`src/rtl/hazard_pkg.sv`:
```
// Shared definitions for the IF/ID hazard controller: opcodes, field slices, FSM states.
package hazard_pkg;

    localparam logic [5:0] OP_RTYPE = 6'b000000;
    localparam logic [5:0] OP_BEQ   = 6'b000100;
    localparam logic [5:0] OP_SW    = 6'b101011;

    localparam int OP_HI = 31;
    localparam int OP_LO = 26;
    localparam int RS_HI = 25;
    localparam int RS_LO = 21;
    localparam int RT_HI = 20;
    localparam int RT_LO = 16;

    typedef enum logic {RUN, STALL} state_t;

    // Only these opcodes read rt as a source; for I-type ALU ops rt is a destination.
    function automatic logic uses_rt(input logic [5:0] op);
        return (op == OP_RTYPE) || (op == OP_BEQ) || (op == OP_SW);
    endfunction

endpackage

```
`src/rtl/hazard_cmp.sv`:
```
// Load-use compare: does the instruction in IF/ID source the register a load in EX writes?
module hazard_cmp
    import hazard_pkg::*;
(
    input  logic [5:0] op,
    input  logic [4:0] rs,
    input  logic [4:0] rt,
    input  logic       ex_memread,
    input  logic [4:0] ex_rd,
    output logic       hazard
);

    logic rs_hit;
    logic rt_hit;

    assign rs_hit = (ex_rd == rs);
    assign rt_hit = uses_rt(op) && (ex_rd == rt);
    // $zero is never really written, so a load targeting it cannot create a dependency.
    assign hazard = ex_memread && (ex_rd != 5'd0) && (rs_hit || rt_hit);

endmodule

```
`src/rtl/hazard_ctrl.sv`:
```
// IF/ID hold/flush control with load-use stall FSM.
// Define HAZARD_PERF_EN to add saturating stall/flush event counters.
module hazard_ctrl
    import hazard_pkg::*;
#(
    parameter int LU_STALL_CYC = 1,
    parameter int CNT_W        = 32
) (
    input  logic             clk_i,
    input  logic             rst_i,
    input  logic [31:0]      inst_i,
    input  logic             ex_memread_i,
    input  logic [4:0]       ex_rd_i,
    input  logic             branch_taken_i,
    output logic             HD_o,
    output logic             flush_o,
    output logic             pc_write_o,
    output logic             bubble_o
`ifdef HAZARD_PERF_EN
    ,
    output logic [CNT_W-1:0] stall_cnt_o,
    output logic [CNT_W-1:0] flush_cnt_o
`endif
);

    localparam int CW = $clog2(LU_STALL_CYC + 1);

    state_t        state;
    logic [CW-1:0] cnt;
    logic          hazard;
    logic          stall_now;
    logic          unused_imm;

    assign unused_imm = ^inst_i[15:0];

    hazard_cmp u_cmp (
        .op         (inst_i[OP_HI:OP_LO]),
        .rs         (inst_i[RS_HI:RS_LO]),
        .rt         (inst_i[RT_HI:RT_LO]),
        .ex_memread (ex_memread_i),
        .ex_rd      (ex_rd_i),
        .hazard     (hazard)
    );

    // The first stall cycle is spent in RUN, so STALL only covers the remaining LU_STALL_CYC-1.
    always_ff @(posedge clk_i or negedge rst_i) begin
        if (!rst_i) begin
            state <= RUN;
            cnt   <= '0;
        end else begin
            case (state)
                RUN: begin
                    if (hazard && (LU_STALL_CYC > 1)) begin
                        state <= STALL;
                        cnt   <= CW'(LU_STALL_CYC - 1);
                    end
                end
                STALL: begin
                    cnt <= cnt - CW'(1);
                    if (cnt == CW'(1))
                        state <= RUN;
                end
                default: state <= RUN;
            endcase
        end
    end

    // Outputs are combinational and gated by reset so an abort takes effect the same cycle.
    assign stall_now  = rst_i && ((state == STALL) || hazard);
    assign HD_o       = stall_now;
    assign bubble_o   = stall_now;
    assign pc_write_o = !stall_now;
    assign flush_o    = rst_i && !stall_now && branch_taken_i;

`ifdef HAZARD_PERF_EN
    always_ff @(posedge clk_i or negedge rst_i) begin
        if (!rst_i) begin
            stall_cnt_o <= '0;
            flush_cnt_o <= '0;
        end else begin
            if (HD_o && (stall_cnt_o != '1))
                stall_cnt_o <= stall_cnt_o + CNT_W'(1);
            if (flush_o && (flush_cnt_o != '1))
                flush_cnt_o <= flush_cnt_o + CNT_W'(1);
        end
    end
`endif

endmodule

```
`config.mk`:
```
export PLATFORM = sky130hd
export DESIGN_NAME = hazard_ctrl
export DESIGN_NICKNAME = d
export VERILOG_FILES = /design/src/rtl/hazard_pkg.sv /design/src/rtl/hazard_cmp.sv /design/src/rtl/hazard_ctrl.sv
export SDC_FILE = /design/constraint.sdc
export NUM_CORES = 1
export LEC_CHECK = 0
export ABC_AREA = 1
export BUFFER_PORTS_ARGS = -buffer_cell sky130_fd_sc_hd__buf_2
export CORE_UTILIZATION = 27
export DETAILED_ROUTE_END_ITERATION = 16
export PLACE_DENSITY = 0.78
export SLEW_MARGIN = 10
export SYNTH_ARGS = -nofsm -noshare
export SYNTH_HDL_FRONTEND = slang
export SYNTH_HIERARCHICAL = 1
export SYNTH_SLANG_ARGS = --single-unit
```
`constraint.sdc`:
```
create_clock -name clk_i -period 0.9 [get_ports clk_i]
set_input_delay 0.09 -clock clk_i [delete_from_list [all_inputs] [get_ports clk_i]]
set_output_delay 0.09 -clock clk_i [all_outputs]
set_load 0.01 [all_outputs]
```
# Word level (Yosys, flattened, before mapping)
# Cells that the tools add are included.
[totals] elab_cells=22 register_bits=2 input_bits=41 out_inout_bits=4
[op_classes] n_eq_ne=4 reduce_logical=13 addsub=1 mux=2
[ops] op="== test 5 bit" n=2
[ops] op="== test 6 x 3 -> 1 bit (second input constant)" n=1
[ops] op="== test 6 bit (second input constant)" n=1
[ops] op="logical AND 1 bit" n=6
[ops] op="zero test 6 bit" n=1
[ops] op="nonzero test 5 bit" n=1
[ops] op="logical OR 1 bit" n=4
[ops] op="two-way mux 1 bit" n=2
[ops] op="zero test 1 bit" n=1
[ops] op="subtractor 1 bit (second input constant)" n=1

# Depth between registers and ports, before layout
# Gate-level depths: netlist of the first run.
[logic_depth] depth_word=11 depth_mapped=11 ltp_nobuf=11

# Hierarchy
# Netlist of the first run, hierarchy kept.
[modules_own_cells] mod="hazard_cmp" area_per_inst_um2=249.0 seq_area_each_um2=0.0 cells_each=62 instances=1
[modules_own_cells] mod="hazard_ctrl" area_per_inst_um2=112.6 seq_area_each_um2=50.0 cells_each=17 instances=1

# Worst setup path after synthesis of the first run
# OpenSTA, ideal clock, no wires.
[synth_path] path_type="input port to output port" from="input ex_rd_i[1]" to="output bubble_o" slack_ns=-0.209 t_arrival_ns=1.019 required_ns=0.810 path_buffers=1 cell_stages=11 cell_sequence="inv_1 > nand2_1 > nand2_1 > nor2_1 > nand2_1 > nor2_1 > nor2_1 > nor2_1 > nor2_1 > nor2_1 > buf_4"
[synth_between] elab_chain_len=6 word_cells_on_any_way=9 cone_classes="eq/ne: 2; reduce/logical: 7"
[synth_lines] item="start, declared" line_no="hazard_ctrl.sv:13" text="input logic [4:0] ex_rd_i,"
[synth_lines] item="== test 5 bit" line_no="hazard_cmp.sv:17" text="assign rt_hit = uses_rt(op) && (ex_rd == rt);"
[synth_lines] item="logical AND 1 bit" line_no="hazard_cmp.sv:17"
[synth_lines] item="logical OR 1 bit" line_no="hazard_cmp.sv:19" text="assign hazard = ex_memread && (ex_rd != 5'd0) && (rs_hit || rt_hit);"
[synth_lines] item="logical AND 1 bit *" line_no="hazard_cmp.sv:19"
[synth_lines] item="named net hazard" line_no="hazard_ctrl.sv:30" text="logic hazard;"
[synth_lines] item="logical OR 1 bit *" line_no="hazard_ctrl.sv:69" text="assign stall_now = rst_i && ((state == STALL) || hazard);"
[synth_lines] item="logical AND 1 bit *" line_no="hazard_ctrl.sv:69"
[synth_lines] item="end, declared" line_no="hazard_ctrl.sv:18" text="output logic bubble_o"
# Mark *: on every way through the listed nets, which the timed path passes. The rest lies on a longest branch.

# Worst setup path in the final report of the first run
[layout_path] from="input ex_rd_i[2]" to="output bubble_o"
# Same word-level chain as after synthesis.

==> results.toml, run 1 <==
[sta]
finalMaxSlewViolations = 0
rsz0062_at_grt = "true"
final.setup_skew_ns = 0.000218
slew_headroom = 0.909
period_share = 1.26
min_period_ns = 1.13
hold_viol_final = 0
max_slew.worst_pin.slew_ns = 0.135
finalSetupViolCount = 4
fmax_ghz = 0.885
setup_ws_ns = -0.230

[yosys]
synth_top_family_by_area = "simple AND/OR/NAND/NOR gates"
yosysTopAreaCell = "nand2_1"
synth_top_area_share = 0.332
synthesis.nets = 120
synthAdderAreaFrac = 0
synth_cell_types = 11
syn_area_per_cell_sq_um = 4.58
synthXorXnorAreaFrac = 0
syn_inst = 79
yosysSeqAreaShare = 0.138
mappedNetlistArea_sq_um = 362
synthMuxAreaShare = 0
synth.ff_latch_count = 2
synth_simple_gate_area_share = 0.561
ys_warn_count = 6
synth_compound_area_frac = 0.0623
synth.area.top_cells = "nand2_1, inv_1, nor2_1"

[grt]
track_usage = 0.133
grt_overflow = 0
grt_max_degree = 6
antenna_found_initial = 0
grt_pass1_wl_um = 1410
grt_pass1_vias = 391

[clocking]
cts_tree = "done"
cts.sinks = 2
ctsRootBufferMaster = "clkbuf_4"
clkSlewWorstSetupHoldPaths_ns = 0.03
cts_max_level = 1
post_cts_buffers = 0
clk_latency_ns = 0.21
clk_path_buf_depth = 2
numCtsBuffers = 3

[route]
remaining_drc_errors = 0
routed_wl_um = 918
vias = 518
drt_iter0_markers = 4
final_antenna_net_count = 0
wl_per_cell_um = 7.29
drtPass1Iterations = 2
viasPerCell = 4.11

[setup_path]
worst-setup-path-type = "input port to primary output"
required_ns = 0.81
critPathMaxFanout = 3
worstSetupStartpointType = "input port"
cp-end-kind = "primary output"
crit_arrival_ns = 1.04

[worst_hold_path]
holdCritPathClass = "input port to async pin"

[floorplanning]
rows = 12
io_pins = 45
start_util = 0.309
fp.dieArea_sq_um = 1490
die_w_um = 38.6
core-area_sq_um = 1170
die_h_um = 38.6

[power_and_ir_drop]
p_total_mw = 0.502
p_leak_nw = 0.420
p_switching_mw = 0.139
swShare = 0.276
pwr-share-clk = 0.370
seq_power_share = 0.181
power.share.combinational = 0.450
internal-power_mw = 0.363
irDropWorstVdd_v = 0.000513
power_density_nw_per_um2 = 739

[placed_design]
gp_congestion = 0.760
port_buffers = 28
dp_slack_ns = -0.275
dp_hpwl_um = 777
dpl.cell_count = 122

[cells_and_area]
drive_above_1_share = 0.446
fin_cells = 126
area_growth_pct = 87.9
nets = 155
diodes = 0

[status]
violations = "negative setup slack"
outcome = "finished with violations"

[run]
maxCapViolCount = 0
## cells by family (layout without fill, tap and decap cells)
group,count (synthesis),in the layout
compound gates,4,4
buf+inv,22,55
flops,2,2
simple gates,51,51
## worst max-delay path: stages
cell,delay (ns)
buf_8,0.10
nand2_1,0.07
nand2_2,0.05
nor2_2,0.10
nand2_1,0.05
nor2_1,0.10
nor2_1,0.04
nor2_1,0.12
nor2_1,0.07
nor2_2,0.11
buf_2,0.13
## metrics by stage
step	utilization	TNS [ns]	cell area, sq um	hold WS (ns)
2_1_floorplan	-	-0.141	364	-0.206
3_3_place_gp	0.452	-0.953	529	-0.107
3_5_place_dp	0.452	-1.08	529	-0.102
4_1_cts	0.516	-0.876	604	-0.328
5_1_grt	0.580	-1.36	679	0.243
6_report	0.580	-0.872	679	0.241
## sequential cells by signal, indices dropped and copies added (netlist names)
register,flops
cnt,1
state,1
## cells in the mapped netlist
| master | count |
|---|---|
| nand2_1 | 32 |
| inv_1 | 17 |
| nor2_1 | 14 |
| inv_2 | 4 |
| o21ai_0 | 3 |
| dfrtp_1 | 2 |
| nand2_2 | 2 |
| nand4_1 | 2 |
| buf_4 | 1 |
| nand3_1 | 1 |
| o21bai_1 | 1 |
## worst paths after layout
path	startpoint	end	slack [ns]	cells past startpoint
worst min register to register	cnt	cnt	0.48	2
worst max-delay path	ex_rd_i[2]	bubble_o	-0.23	11
worst max register to register	state	cnt	0.26	2
min in group clk_i	rst_i	pc_write_o	0.46	3
max in group asynchronous	rst_i	cnt	0.53	2
worst min-delay path	rst_i	state	0.24	2
## layout by cell type (no fill, tap or decap)
cell type      count
buf_8              1
nand2_1           30
o21ai_2            1
clkbuf_4           3
nand4_1            2
nand3_1            1
o21ai_1            1
o21bai_1           1
inv_2              4
dfrtp_1            2
buf_2             15
buf_4              3
nor2_4             2
buf_6             11
dlygate4sd3_1      1
inv_1             13
inv_4              4
nand2_2            4
nor2_1            10
nor2_2             2
o21ai_0            1
## timing repair
action	in CTS	in global routing
gates resized for setup	11	21
pin swaps	3	8
endpoints found under the setup margin	4	4
hold endpoints to repair	2	2
## layer usage
metal,wire length [um],GRT usage
met3,39,0.0347
met2,508,0.217
met1,370,0.174
met4,0,0.0259
met5,0,0
## power groups by stage
stage | Combinational, mW | Clock, mW | Sequential [mW]
after floorplan | 0.0783 | 0 | 0.0916
after global placement | 0.159 | 0 | 0.0916
after detailed placement | 0.163 | 0 | 0.0916
after CTS | 0.188 | 0.190 | 0.0906
after global routing | 0.251 | 0.213 | 0.0905
final | 0.226 | 0.186 | 0.0907
## cell type report
cell class / count / area [sq um]
clock buffer: 3 / 22.5
fill: 112 / 492
inverter: 21 / 88.8
multi-input combinational: 55 / 254
sequential: 2 / 50.0
tap: 14 / 17.5
timing repair buffer: 31 / 246
Power figures use the tool's default switching activity.
==> run 2, diff against run 1 <==
==> constraint.sdc (replaced) <==
create_clock -name clk_i -period 0.9 [get_ports clk_i]
set_input_delay 0.18 -clock clk_i [delete_from_list [all_inputs] [get_ports clk_i]]
set_output_delay 0.18 -clock clk_i [all_outputs]
set_load 0.01 [all_outputs]
==> run 2 against run 1 <==
The flow still finishes with violations (negative setup slack). Clock-buffer cell count stayed put. Total power is 5.1% higher. Critical path depth is 1 higher. Wire length is 9.6% higher. Sequential cell count stayed put. Die area stayed put. Non-clock buffer count stayed put. Core utilization is 1.5 points higher. Worst hold slack better by 0.079 ns. Setup slack worse by 0.22 ns. Critical endpoint is now pc_write_o.
==> results.toml, run 2 (synthesis results as in run 1) <==
[clocking]
cts_max_level = 1
cts_tree = "done"
clkSlewWorstSetupHoldPaths_ns = 0.03
clk_path_buf_depth = 2
clk_latency_ns = 0.23
ctsRootBufferMaster = "clkbuf_4"
numCtsBuffers = 3
cts.sinks = 2
post_cts_buffers = 0

[placed_design]
dp_hpwl_um = 768
dpl.cell_count = 122
port_buffers = 28
dp_slack_ns = -0.470
placed_cell_area_sq_um = 539
gp_congestion = 0.763

[setup_path]
worst-setup-path-type = "input port to primary output"
cp-end-kind = "primary output"
crit_start = "ex_rd_i[1]"
regToRegSetupSlack_ns = 0.24
timing.rr.start = "state"
worstSetupStartpointType = "input port"
critPathMaxFanout = 5
crit_arrival_ns = 1.17
required_ns = 0.72

[power_and_ir_drop]
p_total_mw = 0.528
p_switching_mw = 0.162
power.share.combinational = 0.438
seq_power_share = 0.172
swShare = 0.308
internal-power_mw = 0.365
p_leak_nw = 0.423
power_density_nw_per_um2 = 757
irDropWorstVdd_v = 0.000812
pwr-share-clk = 0.390

[grt]
grt_max_degree = 6
antenna_found_initial = 0
track_usage = 0.159
grt_pass1_wl_um = 1620
grt_pass1_vias = 472
grt_overflow = 0

[cells_and_area]
nets = 155
diodes = 0
reg_top3 = "cnt (1), state (1)"
area_growth_pct = 92.7
final_util = 0.595
fin_cells = 126
layout_common_cells = "nand2_1, buf_2, inv_1"
final_common_cell = "nand2_1"
fillers = 113
final_area_sq_um = 697
drive_above_1_share = 0.491

[floorplanning]
die_h_um = 38.6
io_pins = 45
fp.dieArea_sq_um = 1490
core-area_sq_um = 1170
rows = 12
die_w_um = 38.6
start_util = 0.309

[status]
violations = "negative setup slack"
outcome = "finished with violations"

[sta]
setup_ws_ns = -0.447
fmax_ghz = 0.742
hold_viol_final = 0
final.setup_skew_ns = 0.00882
finalMaxSlewViolations = 0
max_slew.worst_pin.slew_ns = 0.145
tns_ns = -1.74
rsz0062_at_grt = "true"
slew_headroom = 0.902
min_period_ns = 1.35
hold_ws_ns = 0.320
finalSetupViolCount = 4
period_share = 1.50

[route]
drt_iter0_markers = 4
final_antenna_net_count = 0
remaining_drc_errors = 0
viasPerCell = 4.18
wl_per_cell_um = 7.98
routed_wl_um = 1010
drtPass1Iterations = 2
vias = 527

[run]
maxCapViolCount = 0

[worst_hold_path]
holdCritPathClass = "input port to async pin"
==> run 2: cell types whose count changed in the layout (fill, tap and decap cells not counted), moves of 2 or more <==
cell,change
inv_4,-2
nor2_1,-2
nor2_2,+2
nand2_2,+3
nand2_1,-3
==> run 2: timing repair <==
item                                   CTS  global route
endpoints found under the hold margin    2             0
hold buffers                             1             0
setup endpoints to repair                4             4
resized for setup                       13            19
pin swaps                               13            15
==> run 2: cell type report <==
class,instances,area [sq um],share of cell area
well taps,14,17.5,0.0251
repair buffers,31,250,0.359
flip-flops and latches,2,50.0,0.0718
inverters,21,88.8,0.127
multi-input cells,55,268,0.384
clock buffers,3,22.5,0.0323
==> run 2: worst max-delay path: stages <==
cell and delay [ns]:
buf_6 0.10, inv_6 0.05, nor2_1 0.04, nor2_1 0.13, nand3_2 0.09, nor2_2 0.09
nor2_1 0.05, nor2_1 0.12, inv_1 0.07, nand2_2 0.09, nand2_2 0.06, buf_6 0.11
==> run 2: final timing paths <==
path                       depth (start not counted)         end
max                                               12  pc_write_o
min                                                2       state
max reg2reg                                        2         cnt
min reg2reg                                        2         cnt
max in group asynchronous                          2         cnt
min in group clk_i                                 2         cnt
==> run 2: power by group through the flow <==
| stage | clock [mW] | combinational, mW | sequential, mW |
|---|---|---|---|
| 2_1_floorplan | 0 | 0.0824 | 0.0916 |
| 3_5_place_dp | 0 | 0.168 | 0.0916 |
| 6_report | 0.206 | 0.231 | 0.0906 |
| 3_3_place_gp | 0 | 0.164 | 0.0916 |
| 4_1_cts | 0.215 | 0.198 | 0.0906 |
| 5_1_grt | 0.229 | 0.259 | 0.0905 |
==> run 2: metal layers <==
layer | share of wire | track usage
met1 | 0.36 | 0.171
met2 | 0.57 | 0.288
met3 | 0.054 | 0.0347
met4 | 0.018 | 0.0776
met5 | 0 | 0
